$ cat src/rtl/dfd_pkg.sv
// Shared types and widths for the DFD APB request master.
package dfd_pkg;

   localparam int DFD_APB_ADDR_WIDTH   = 12;
   localparam int DFD_APB_DATA_WIDTH   = 32;
   localparam int DFD_APB_PSTRB_WIDTH  = DFD_APB_DATA_WIDTH / 8;
   localparam int DFD_APB_MST_ERRCNT_W = 16;

   typedef enum logic [1:0] {
      APBM_IDLE,
      APBM_SETUP,
      APBM_ACCESS,
      APBM_RESP
   } DfdApbMstState_e;

   typedef struct packed {
      logic                           write;
      logic [DFD_APB_ADDR_WIDTH-1:0]  addr;
      logic [DFD_APB_DATA_WIDTH-1:0]  wdata;
      logic [DFD_APB_PSTRB_WIDTH-1:0] strb;
   } DfdApbMstReq_s;

   typedef struct packed {
      logic [DFD_APB_DATA_WIDTH-1:0] rdata;
      logic                          err;
      logic                          timeout;
   } DfdApbMstRsp_s;

endpackage

$ cat src/rtl/dfd_apb_timeout_ctr.sv
// ACCESS-phase wait counter used to abort a stalled APB transfer.
// Present only when DFD_APB_MST_TIMEOUT_EN is defined.
`ifdef DFD_APB_MST_TIMEOUT_EN
module dfd_apb_timeout_ctr #(
   parameter int TIMEOUT_CYCLES = 256
) (
   input  logic clk,
   input  logic reset_n,
   input  logic clear,
   input  logic inc,
   output logic expired
);

   localparam int CNT_W = $clog2(TIMEOUT_CYCLES);

   logic [CNT_W-1:0] cnt_q;
   logic [CNT_W-1:0] cnt_d;

   always_comb begin
      cnt_d = cnt_q;
      if (clear) begin
         cnt_d = '0;
      end else if (inc) begin
         cnt_d = cnt_q + CNT_W'(1);
      end
   end

   always_ff @(posedge clk) begin
      if (!reset_n) begin
         cnt_q <= '0;
      end else begin
         cnt_q <= cnt_d;
      end
   end

   assign expired = (cnt_q == CNT_W'(TIMEOUT_CYCLES - 1));

endmodule
`endif

$ cat src/rtl/dfd_apb_req_master.sv
// Single-outstanding request/response to APB4 master for the DFD CSR slave.
// Optional ACCESS-phase abort enabled by DFD_APB_MST_TIMEOUT_EN.
module dfd_apb_req_master
   import dfd_pkg::*;
#(
   parameter int ADDR_W = DFD_APB_ADDR_WIDTH,
   parameter int DATA_W = DFD_APB_DATA_WIDTH,
   parameter int STRB_W = DFD_APB_PSTRB_WIDTH
`ifdef DFD_APB_MST_TIMEOUT_EN
   ,
   parameter int TIMEOUT_CYCLES = 256
`endif
) (
   input  logic                           clk,
   input  logic                           reset_n,
   input  logic                           req_valid,
   output logic                           req_ready,
   input  logic                           req_write,
   input  logic [ADDR_W-1:0]              req_addr,
   input  logic [DATA_W-1:0]              req_wdata,
   input  logic [STRB_W-1:0]              req_strb,
   output logic                           rsp_valid,
   input  logic                           rsp_ready,
   output logic [DATA_W-1:0]              rsp_rdata,
   output logic                           rsp_err,
   output logic                           rsp_timeout,
   output logic [ADDR_W-1:0]              paddr,
   output logic                           pwrite,
   output logic [STRB_W-1:0]              pstrb,
   output logic [DATA_W-1:0]              pwdata,
   output logic                           psel,
   output logic                           penable,
   input  logic [DATA_W-1:0]              prdata,
   input  logic                           pready,
   input  logic                           pslverr,
   output logic [DFD_APB_MST_ERRCNT_W-1:0] err_count
);

   DfdApbMstState_e                state_q, state_d;
   logic [ADDR_W-1:0]              paddr_q, paddr_d;
   logic                           pwrite_q, pwrite_d;
   logic [STRB_W-1:0]              pstrb_q, pstrb_d;
   logic [DATA_W-1:0]              pwdata_q, pwdata_d;
   logic                           psel_q, psel_d;
   logic                           penable_q, penable_d;
   logic                           req_ready_q, req_ready_d;
   logic                           rsp_valid_q, rsp_valid_d;
   logic [DATA_W-1:0]              rsp_rdata_q, rsp_rdata_d;
   logic                           rsp_err_q, rsp_err_d;
   logic [DFD_APB_MST_ERRCNT_W-1:0] err_count_q, err_count_d;

`ifdef DFD_APB_MST_TIMEOUT_EN
   logic rsp_timeout_q, rsp_timeout_d;
   logic tmo_clear, tmo_inc, tmo_expired;

   dfd_apb_timeout_ctr #(
      .TIMEOUT_CYCLES(TIMEOUT_CYCLES)
   ) u_timeout_ctr (
      .clk    (clk),
      .reset_n(reset_n),
      .clear  (tmo_clear),
      .inc    (tmo_inc),
      .expired(tmo_expired)
   );
`endif

   // NOTE: every always_comb output gets a default first so no path can infer a latch.
   always_comb begin
      state_d     = state_q;
      paddr_d     = paddr_q;
      pwrite_d    = pwrite_q;
      pstrb_d     = pstrb_q;
      pwdata_d    = pwdata_q;
      rsp_rdata_d = rsp_rdata_q;
      rsp_err_d   = rsp_err_q;
      err_count_d = err_count_q;
`ifdef DFD_APB_MST_TIMEOUT_EN
      rsp_timeout_d = rsp_timeout_q;
      tmo_clear     = 1'b0;
      tmo_inc       = 1'b0;
`endif
      case (state_q)
         APBM_IDLE: begin
            if (req_valid && req_ready_q) begin
               state_d  = APBM_SETUP;
               paddr_d  = req_addr;
               pwrite_d = req_write;
               pstrb_d  = req_write ? req_strb  : '0;
               pwdata_d = req_write ? req_wdata : '0;
            end
         end
         APBM_SETUP: begin
            state_d = APBM_ACCESS;
`ifdef DFD_APB_MST_TIMEOUT_EN
            tmo_clear = 1'b1;
`endif
         end
         APBM_ACCESS: begin
            // pready has priority over an expiring timeout in the same cycle.
            if (pready) begin
               state_d     = APBM_RESP;
               rsp_rdata_d = (pwrite_q || pslverr) ? '0 : prdata;
               rsp_err_d   = pslverr;
`ifdef DFD_APB_MST_TIMEOUT_EN
               rsp_timeout_d = 1'b0;
            end else if (tmo_expired) begin
               state_d       = APBM_RESP;
               rsp_rdata_d   = '0;
               rsp_err_d     = 1'b1;
               rsp_timeout_d = 1'b1;
            end else begin
               tmo_inc = 1'b1;
`endif
            end
         end
         APBM_RESP: begin
            if (rsp_ready) begin
               state_d     = APBM_IDLE;
               rsp_rdata_d = '0;
               rsp_err_d   = 1'b0;
`ifdef DFD_APB_MST_TIMEOUT_EN
               rsp_timeout_d = 1'b0;
`endif
               if (rsp_err_q && (err_count_q != '1)) begin
                  err_count_d = err_count_q + DFD_APB_MST_ERRCNT_W'(1);
               end
            end
         end
         default: state_d = APBM_IDLE;
      endcase

      // Phase outputs are decoded from the next state so they are registered yet cycle-exact.
      req_ready_d = (state_d == APBM_IDLE);
      psel_d      = (state_d == APBM_SETUP) || (state_d == APBM_ACCESS);
      penable_d   = (state_d == APBM_ACCESS);
      rsp_valid_d = (state_d == APBM_RESP);
   end

   // NOTE: state uses non-blocking assignments; data registers are reset too because every output must read 0 in reset.
   always_ff @(posedge clk) begin
      if (!reset_n) begin
         state_q     <= APBM_IDLE;
         paddr_q     <= '0;
         pwrite_q    <= 1'b0;
         pstrb_q     <= '0;
         pwdata_q    <= '0;
         psel_q      <= 1'b0;
         penable_q   <= 1'b0;
         req_ready_q <= 1'b0;
         rsp_valid_q <= 1'b0;
         rsp_rdata_q <= '0;
         rsp_err_q   <= 1'b0;
         err_count_q <= '0;
      end else begin
         state_q     <= state_d;
         paddr_q     <= paddr_d;
         pwrite_q    <= pwrite_d;
         pstrb_q     <= pstrb_d;
         pwdata_q    <= pwdata_d;
         psel_q      <= psel_d;
         penable_q   <= penable_d;
         req_ready_q <= req_ready_d;
         rsp_valid_q <= rsp_valid_d;
         rsp_rdata_q <= rsp_rdata_d;
         rsp_err_q   <= rsp_err_d;
         err_count_q <= err_count_d;
      end
   end

`ifdef DFD_APB_MST_TIMEOUT_EN
   always_ff @(posedge clk) begin
      if (!reset_n) begin
         rsp_timeout_q <= 1'b0;
      end else begin
         rsp_timeout_q <= rsp_timeout_d;
      end
   end
   assign rsp_timeout = rsp_timeout_q;
`else
   assign rsp_timeout = 1'b0;
`endif

   assign req_ready = req_ready_q;
   assign rsp_valid = rsp_valid_q;
   assign rsp_rdata = rsp_rdata_q;
   assign rsp_err   = rsp_err_q;
   assign paddr     = paddr_q;
   assign pwrite    = pwrite_q;
   assign pstrb     = pstrb_q;
   assign pwdata    = pwdata_q;
   assign psel      = psel_q;
   assign penable   = penable_q;
   assign err_count = err_count_q;

endmodule

$ cat config.mk
export PLATFORM = sky130hd
export DESIGN_NAME = dfd_apb_req_master
export DESIGN_NICKNAME = d
export VERILOG_FILES = /design/src/rtl/dfd_pkg.sv /design/src/rtl/dfd_apb_timeout_ctr.sv /design/src/rtl/dfd_apb_req_master.sv
export SDC_FILE = /design/constraint.sdc
export NUM_CORES = 1
export LEC_CHECK = 0
export ABC_AREA = 1
export CAP_MARGIN = 20
export CORE_MARGIN = 3
export CORE_UTILIZATION = 37
export CTS_CLUSTER_DIAMETER = 50
export DETAILED_ROUTE_END_ITERATION = 7
export GPL_ROUTABILITY_DRIVEN = 0
export HOLD_SLACK_MARGIN = 0.08
export PLACE_DENSITY = 0.76
export SLEW_MARGIN = 20
export SYNTH_ARGS = -nofsm -noshare
export SYNTH_HDL_FRONTEND = slang
export SYNTH_SLANG_ARGS = --single-unit
$ cat constraint.sdc
create_clock -name clk -period 1.55 [get_ports clk]
set_input_delay 0.3875 -clock clk [delete_from_list [all_inputs] [get_ports clk]]
set_output_delay 0.3875 -clock clk [all_outputs]
set_load 0.02 [all_outputs]
==> run_results.csv <==
group,metric,value,unit
run_status,outcome,"finished, violations left",
run_status,violations,"negative setup slack",
synth,synth_edf_count,0,
critical_path,worstPathMaxFanout,8,
min_path,min_path_type,"in -> reg",
critical_path,critPathLaunchType,"primary input",
min_path,worst_hold_path.endpoint,"err_count[0]",
clock_network,clockRootBuffer,"clkbuf_16",
clock_network,htreeDepth,3,
critical_path,critPathRequiredTime,1.80,ns
pwr,internal_power,0.00455,W
finish,final_nets,852,
global_route,grt_pass1_vias,4455,
pwr,pwr-share-seq,46.0,%
die,dieArea,0.0126,mm^2
placement,port_buffers,188,
min_path,hold_depth,3,
drt,drc,0,
critical_path,reg2reg_slack,0.08,ns
run,cap_violations,0,
drt,routed-via-count,4638,
clock_network,cts_buffers,9,
global_route,track_usage,20.5,%
clock_network,clock_latency,0.34,ns
drt,ant_nets,0,
synth,yosys_warnings,0,
sta,hold_viol,0,
synth,syn-num-nets,655,
synth,syn-instance-count,564,
sta,drv_slew,0,
critical_path,reg2regPathDepth,7,
global_route,grt_pass1_wl,21.0,mm
finish,final_cell_mix,"dlygate4sd2_1 (100), dfxtp_1 (98), nand3_1 (91)",
critical_path,cpPeakStageDelay,0.50,ns
clock_network,hold_buffers,0,
die,die_h,112,um
synth,ys_types,25,
critical_path,cp_cell_sequence,"clkdlybuf4s50_1 > nand3_2 > a21oi_4 > buf_12 > clkbuf_16 > o21ai_1 > a21oi_1",
critical_path,setup.worst_path.end_class,"flop",
global_route,gr-total-overflow,0,
pwr,p_total,0.00627,W
clock_network,clk_pin_slew,0.07,ns
critical_path,slowest_stage,"clkdlybuf4s50_1",
synth,ys_seq_area_share,49.9,%
placement,hpwl,9.49,mm
finish,area_growth,62.0,%
sta,finalCritPeriodShare,101,%
die,start_util,38.2,%
die,num_io_pins,190,
global_route,antenna_found_initial,0,
finish,fillCellCount,959,
die,rows,38,
sta,layout_min_cycle_time,1.56,ns
synth,ys_seq_elements,104,
sta,setup_slack,-0.0108,ns
finish,diodes,0,
critical_path,r2r-end,"rsp_rdata[21]",
pwr,power.leakage,3.09,nW
drt,avgRoutedWirePerCell,15.3,um
die,die_w,112,um
sta,clock_skew,0.00696,ns
finish,layout_commonest_cell,"dlygate4sd2_1",
drt,finalWirelength,13.9,mm
clock_network,cts_sinks,104,
placement,dp_slack,-0.360,ns
finish,drive_gt1_share,10.3,%
die,coreArea,0.0109,mm^2
synth,netlist_area,0.00417,mm^2
pwr,clkPwrFrac,35.2,%
critical_path,worst-setup-path-type,"in -> reg",
synth,yosys_most_used_dff,"dfxtp_1",
synth,syn_area_per_cell,7.40,um^2
drt,vias_per_cell,5.12,
pwr,irDropWorstVdd,538,uV
clock_network,clock_path_buffers,2,
pwr,switching_share,27.3,%
pwr,combPwrFrac,18.8,%
global_route,grt_max_degree,67,
finish,layout.area.seq,0.00209,mm^2
drt,drt_iter0_drc,330,
critical_path,r2r_start,"state_q[1]",
clock_network,tritoncts,"built",
pwr,cellPowerDensity,927,mW/mm^2
drt,first_pass_iters,5,
sta,setup_viol,1,
finish,multi_input_area,0.00185,mm^2
pwr,power.switching,0.00171,W
min_path,worstHoldStart,"reset_n",
synth,synthArstFlopShare,0,%
critical_path,worstPathArrival,1.81,ns
sta,fmax,0.641,GHz
## flip-flops by register name (all words and copies together) (netlist names), 2 cells and up
register and cells:
err_count 16, paddr 12, pstrb 4, pwdata 32
rsp_rdata 32, state_q 2
## kinds of logic after synthesis
group | after synthesis | synth area share (%)
XOR/XNOR | 2 | 0.420
AND/OR/NAND/NOR | 260 | 26.6
other | 1 | 0.0898
AO/OA/AOI/OAI | 122 | 14.7
adder cells (fa/ha/maj) | 4 | 1.20
flip-flops | 104 | 49.9
buffers and inverters | 71 | 7.04
## area by class of cell
type / instances / share of cell area (%)
clock buffer: 11 / 3.74
clock inverter: 5 / 0.555
inverter: 30 / 1.72
multi-input combinational: 389 / 27.4
sequential: 104 / 30.9
tap: 140 / 2.59
timing repair buffer: 227 / 33.1
## stage by stage
| stage | setup TNS, ns | utilization, % | instance area, um^2 | hold WS [ns] | instances |
|---|---|---|---|---|---|
| finish | -0.0108 | 61.8 | 6760 | 0.376 | 906 |
| floorplan | 0 | - | 4180 | 0.522 | 564 |
| CTS | 0 | 60.0 | 6570 | 0.366 | 900 |
| detailed placement | -24.03 | 58.5 | 6400 | 0.457 | 884 |
| global placement | -19.89 | 58.5 | 6400 | 0.451 | 884 |
| global route | -0.00897 | 61.8 | 6760 | 0.387 | 906 |
## cells in the mapped netlist (2+ instances only)
cell	count	area, um^2
o21ai_1	10	50.1
nor3_1	2	10.0
ha_1	4	50.1
clkbuf_1	27	101
nand4_1	2	12.5
nor2_1	68	255
a21oi_1	77	385
nand3_1	94	470
dfxtp_1	104	2080
buf_1	3	11.3
o21ai_0	34	170
nand2_1	91	342
buf_2	7	35.0
inv_1	28	105
buf_4	3	22.5
## worst max-delay path, delay by kind of cell
family	cells	cell delay, ns
buf+inv	3	0.80
compound gates	3	0.47
simple gates	1	0.14
## power groups by stage
stage / Sequential [W] / Combinational, W / Clock [W]
2_1_floorplan: 0.00311 / 0.000362 / 0
3_3_place_gp: 0.00295 / 0.00118 / 0
3_5_place_dp: 0.00295 / 0.00120 / 0
4_1_cts: 0.00289 / 0.00111 / 0.00226
5_1_grt: 0.00290 / 0.00127 / 0.00237
6_report: 0.00289 / 0.00118 / 0.00221
## how the worst max path moves through the flow
stage | start | end | slack (ns) | cells past startpoint
floorplan | err_count[0] | err_count[12] | 0.01 | 10
global placement | req_valid | psel | -0.29 | 9
detailed placement | rsp_ready | rsp_rdata[12] | -0.36 | 7
CTS | err_count[11] | err_count[11] | 0.01 | 1
global route | pready | rsp_rdata[21] | -0.008 | 7
finish | pready | rsp_rdata[21] | -0.01 | 7
## what timing repair did
action                                  CTS  global route
gates resized for setup                 104            18
buffers inserted                          0             1
endpoints found under the setup margin  107            48
gates cloned                              0             5
pin swaps                                 0             2
## metal layers
layer	global-route usage (%)	wire, um	up-vias
li1	-	-	2265
met5	0	0	-
met2	36.0	6940	192
met4	9.13	390	0
met1	22.2	5450	2153
met3	7.06	1120	28
No activity file was read; power rests on OpenSTA's default activity.
